==> src/rtl/fetch_unit.sv <==
// rtl/fetch_unit.sv - program counter, instruction register and instruction-memory fetch handshake
//
// Optional feature: define FETCH_BOUNDS_CHECK_EN to enable PC bounds checking
// against PC_LIMIT (out-of-range updates are dropped and raise a sticky Fault).
//
// Ports:
//   Clock        system clock, rising edge
//   Reset        asynchronous active-low reset
//   PCReset      synchronous active-low, PC <= RESET_PC
//   PCWrite      PC <= PCTarget
//   PCTarget     absolute jump target
//   PCIncrement  PC <= PC + sign-extended PCImmediate
//   PCImmediate  signed 8-bit displacement
//   IRWrite      fetch request at current PC
//   IRReset      synchronous active-low, clears INS and aborts fetch
//   MemReq       memory read request
//   MemAddr      latched read address
//   MemReady     memory data valid
//   MemData      memory read data
//   INS          instruction register
//   PC           program counter
//   FetchBusy    fetch in flight
//   Fault        sticky bounds fault (0 when bounds checking is compiled out)
module fetch_unit #(
    parameter logic [15:0] RESET_PC = 16'h0000,
    parameter logic [15:0] PC_LIMIT = 16'hFFFF
) (
    input  logic        Clock,
    input  logic        Reset,
    input  logic        PCReset,
    input  logic        PCWrite,
    input  logic [15:0] PCTarget,
    input  logic        PCIncrement,
    input  logic [7:0]  PCImmediate,
    input  logic        IRWrite,
    input  logic        IRReset,
    output logic        MemReq,
    output logic [15:0] MemAddr,
    input  logic        MemReady,
    input  logic [15:0] MemData,
    output logic [15:0] INS,
    output logic [15:0] PC,
    output logic        FetchBusy,
    output logic        Fault
);

    typedef enum logic {
        IDLE = 1'b0,
        REQ  = 1'b1
    } state_t;

    state_t      state;
    logic        pc_update;
    logic [15:0] pc_next;
    logic        pc_out_of_range;
    logic        fetch_allowed;

    // Candidate PC from write/increment; PCReset is handled in the register itself.
    always_comb begin
        pc_update = 1'b0;
        pc_next   = PC;
        if (PCWrite) begin
            pc_update = 1'b1;
            pc_next   = PCTarget;
        end else if (PCIncrement) begin
            pc_update = 1'b1;
            pc_next   = PC + {{8{PCImmediate[7]}}, PCImmediate};
        end
    end

`ifdef FETCH_BOUNDS_CHECK_EN
    // Increments are compared after 16-bit wrap, so a wrap to a low address is legal.
    assign pc_out_of_range = pc_update && (pc_next > PC_LIMIT);
    assign fetch_allowed   = !Fault;

    always_ff @(posedge Clock or negedge Reset) begin
        if (!Reset) begin
            Fault <= 1'b0;
        end else if (!PCReset) begin
            Fault <= 1'b0;
        end else if (pc_out_of_range) begin
            Fault <= 1'b1;
        end
    end
`else
    logic unused_pc_limit;
    assign unused_pc_limit = ^PC_LIMIT;
    assign pc_out_of_range = 1'b0;
    assign fetch_allowed   = 1'b1;
    assign Fault           = 1'b0;
`endif

    always_ff @(posedge Clock or negedge Reset) begin
        if (!Reset) begin
            PC <= RESET_PC;
        end else if (!PCReset) begin
            PC <= RESET_PC;
        end else if (pc_update && !pc_out_of_range) begin
            PC <= pc_next;
        end
    end

    // Fetch FSM. MemAddr captures the pre-update PC so a PC change issued in the
    // same cycle, or while waiting, never redirects the fetch in flight.
    always_ff @(posedge Clock or negedge Reset) begin
        if (!Reset) begin
            state     <= IDLE;
            MemReq    <= 1'b0;
            FetchBusy <= 1'b0;
            MemAddr   <= 16'h0000;
            INS       <= 16'h0000;
        end else if (!IRReset) begin
            state     <= IDLE;
            MemReq    <= 1'b0;
            FetchBusy <= 1'b0;
            INS       <= 16'h0000;
        end else begin
            case (state)
                IDLE: begin
                    if (IRWrite && fetch_allowed) begin
                        state     <= REQ;
                        MemReq    <= 1'b1;
                        FetchBusy <= 1'b1;
                        MemAddr   <= PC;
                    end
                end
                REQ: begin
                    if (MemReady) begin
                        state     <= IDLE;
                        MemReq    <= 1'b0;
                        FetchBusy <= 1'b0;
                        INS       <= MemData;
                    end
                end
                default: begin
                    state     <= IDLE;
                    MemReq    <= 1'b0;
                    FetchBusy <= 1'b0;
                end
            endcase
        end
    end

endmodule

==> config.mk <==
export PLATFORM = sky130hd
export DESIGN_NAME = fetch_unit
export DESIGN_NICKNAME = d
export VERILOG_FILES = /design/src/rtl/fetch_unit.sv
export SDC_FILE = /design/constraint.sdc
export NUM_CORES = 1
export LEC_CHECK = 0
export CAP_MARGIN = 10
export CORE_MARGIN = 4
export CORE_UTILIZATION = 46
export CTS_CLUSTER_DIAMETER = 30
export DETAILED_ROUTE_END_ITERATION = 7
export HOLD_SLACK_MARGIN = 0.02
export PLACE_DENSITY = 0.91
export SLEW_MARGIN = 0
export SYNTH_ARGS = -nofsm -noshare
export SYNTH_HDL_FRONTEND = slang
export SYNTH_SLANG_ARGS = --single-unit
==> constraint.sdc <==
create_clock -name Clock -period 2.3 [get_ports Clock]
set_input_delay 0.69 -clock Clock [delete_from_list [all_inputs] [get_ports Clock]]
set_output_delay 0.69 -clock Clock [all_outputs]
set_load 0.1 [all_outputs]
==> out/qor.csv <==
stage,metric,value,unit
timing,fin crit share,98.7,%
floorplanning,Rows,28,
clock_tree,H-tree depth,2,
finish,Syn-to-layout area delta,49.5,%
floorplanning,Die Ht,87.1,µm
critical_path,Setup CP Type,input pin to flop,
synth,Yosys Warn Count,0,
global_route,grt met2 use,38.5,%
global_route,GRT met1 Usage,26.9,%
hold_path,Hold Crit Class,input pin to async pin,
critical_path,Setup crit start kind,input pin,
routing,Initial DRC Count,133,
critical_path,Critical Path AT,2.50,ns
routing,TritonRoute pass-1 iters,4,
synth,post-synthesis mux area share,8.34,%
critical_path,Worst setup EP type,flop,
timing,Clock Skew,0.0114,ns
floorplanning,CORE AREA,5990,µm²
global_route,Total GRT Usage,21.4,%
finish,antenna cells,0,
synth,"EDFF count, synth",0,
timing,"Slew Viols, Final",0,
synth,Synthesized Nets,357,
routing,WL final,8100,µm
global_route,antenna violations before repair,0,
timing,TNS Setup,0,ns
clock_tree,clk_lat worst skew,0.30,ns
synth,main flop type after synthesis,dfrtp_1,
routing,detailed-route via count,2674,
status,status,"finished, final reports clean",
critical_path,CP peak stage delay,0.36,ns
finish,layout cell share with drive strength beyond 1,36.2,%
synth,ys async rst share,100,%
flow_run,Max-Cap Viols,0,
placed_design,DP Wirelength,6280,µm
synth,synth unique cells,46,
power_and_ir_drop,Max IR drop VDD,0.397,mV
synth,register area share after synthesis,43.5,%
routing,Via density,5.35,
global_route,first-pass GRT wire length,12900,µm
critical_path,"Top cell by count, worst path",o211ai_1,
routing,drc violations,0,
synth,Mapped Cells,293,
routing,per-cell routed wire length,16.2,µm
critical_path,CP cell instances,dlygate4sd2_1 > ha_2 > fa_2 > a21oi_2 > o211ai_1 > nand2_1 > o211ai_1 > or3_1 > nand3_1,
critical_path,cell family with most CP delay,simple AND/OR/NAND/NOR gates,
critical_path,"Slowest-stage cell, CP",or3_1,
synth,mapped cell area,2880,µm²
finish,Util after Layout,71.9,%
critical_path,CP max FO,2,
synth,share of the synthesized area in the top cell type,43.5,%
clock_tree,root buffer cell,clkbuf_8,
global_route,routing usage on met3,1.80,%
global_route,total grt overflow,0,
clock_tree,Worst-path clk slew,0.10,ns
timing,Final setup viols,0,
clock_tree,number of buffers created by CTS,5,
floorplanning,Initial Util,48.1,%
routing,Routed Antenna Nets,0,
synth,most frequent cell after synthesis,nand2_1,
synth,XOR/XNOR share of the synthesized area,4.26,%
timing,slew margin rel.,65.8,%
finish,Post-Layout Cell Count,500,
timing,final hold vios,0,
placed_design,Placer Congestion,0.886,
critical_path,reg2reg start,PC[0],
clock_tree,CTS Sinks,50,
critical_path,Reg2Reg Capture Point,PC[12],
synth,largest family of logic cells by synthesized area,compound AO/OA/AOI/OAI gates,
global_route,vias in the first global route,2726,
timing,fin crit period,2.27,ns
synth,leading area contributor after synthesis,dfrtp_1,
critical_path,required time worst endpoint,2.53,ns
critical_path,"reg-to-reg slack, setup",0.19,ns
clock_tree,CTS Buffer Depth,2,
floorplanning,# IOs,99,
timing,fmax,440,MHz
floorplanning,die area,7590,µm²
synth,Post-Syn Area per Cell,9.83,µm²
timing,Tightest Pin Transition,0.513,ns
synth,"top cells by count, synth","nand2_1, dfrtp_1, a21boi_0, mux2_2",
finish,Nets,488,
synth,Simple-Gate Fraction of Synth Area,14.4,%
power_and_ir_drop,Pwr Density,721,nW/µm²
synth,#FFs+latches synth,50,
placed_design,Inst Count DP,485,
synth,Post-Synth Adder-Cell Area,7.21,%
placed_design,port bufs,97,
power_and_ir_drop,Pleak,1.99,nW
floorplanning,DIE WIDTH,87.1,µm
synth,largest cells by area after synthesis,"dfrtp_1, nand2_1, ha_1, mux2_2, a21boi_0",
synth,Synth Area in Compound Gates,18.5,%
clock_tree,Post-CTS Hold Fix Bufs,0,
global_route,pin count of the biggest net entering global routing,30,
critical_path,Buffers & Inverters on Critical Path,1,
global_route,gr busiest metal,met2,
critical_path,Worst R2R Path Depth,8,
clock_tree,CTS tree,built,
## cell type report
type | count | area [µm²]
timing repair buffer | 141 | 1200
inverter | 6 | 22.5
sequential | 50 | 1260
clock inverter | 3 | 23.8
clock buffer | 5 | 68.8
tap | 75 | 93.8
fill | 443 | 1690
multi-input combinational | 220 | 1640
## logic make-up (layout without fill, tap and decap cells)
family          after synthesis  in the layout
flops                        50             50
other cells                   1              1
buf+inv                      23            155
fa+ha+maj                    16             16
xor+xnor                     14             14
simple gates                 90             90
compound gates               77             77
mux                          22             22
## layer usage
layer  vias up  wire, µm
met2        96      4150
met4         0       142
li1       1287         -
met5         -         0
met1      1280      3240
met3        11       567
## placed cells by master, fill, tap and decap left out, types with 6 or more instances in the layout
master,instances
nor2_1,10
xnor2_1,12
o21ai_0,14
mux2_2,16
ha_4,7
a22o_1,7
nand3_1,7
mux2i_1,6
nand2_1,54
dfrtp_1,39
clkdlybuf4s50_1,40
a21oi_2,6
a21boi_0,16
a21oi_1,10
ha_1,7
buf_4,92
dfrtp_2,11
## flip-flops by register name (all words and copies together) (netlist names)
signal / count
FetchBusy: 1
INS: 16
MemAddr: 16
PC: 16
state: 1
## where the power goes
| group | switching (W) | leakage (nW) | internal (W) | total (W) |
|---|---|---|---|---|
| Sequential | 0.0000786 | 0.648 | 0.000972 | 0.00105 |
| Clock | 0.000298 | 0.0408 | 0.000218 | 0.000516 |
| Combinational | 0.00104 | 1.30 | 0.000498 | 0.00154 |
## timing repair
item                                    CTS  global route
gates resized for setup                   8            14
endpoints found under the setup margin   10             6
pin swaps                                11            11
hold endpoints to repair                  0             0
buffers inserted                          5             2
## worst max path at each step
stage / start / to / slack [ns] / cells after the start
floorplan: PC[12] / PC[14] / 0.004 / 7
global placement: PCImmediate[7] / PC[12] / -0.45 / 8
detailed placement: PCImmediate[7] / PC[12] / -0.54 / 8
CTS: PCImmediate[4] / PC[14] / 0.0002 / 9
global route: PCImmediate[0] / PC[12] / -0.06 / 9
finish: PCImmediate[0] / PC[12] / 0.03 / 9
## per-stage QoR
stage               area [µm²]  total power [W]  hold slack (ns)  setup slack [ns]
CTS                       4210          0.00309            0.351          0.000212
finish                    4310          0.00310            0.348            0.0291
detailed placement        4050          0.00255            0.498            -0.536
global placement          4050          0.00252            0.489            -0.454
global route              4310          0.00325            0.370           -0.0601
floorplan                 2900          0.00210            0.394           0.00441
Power figures use the tool's default switching activity.
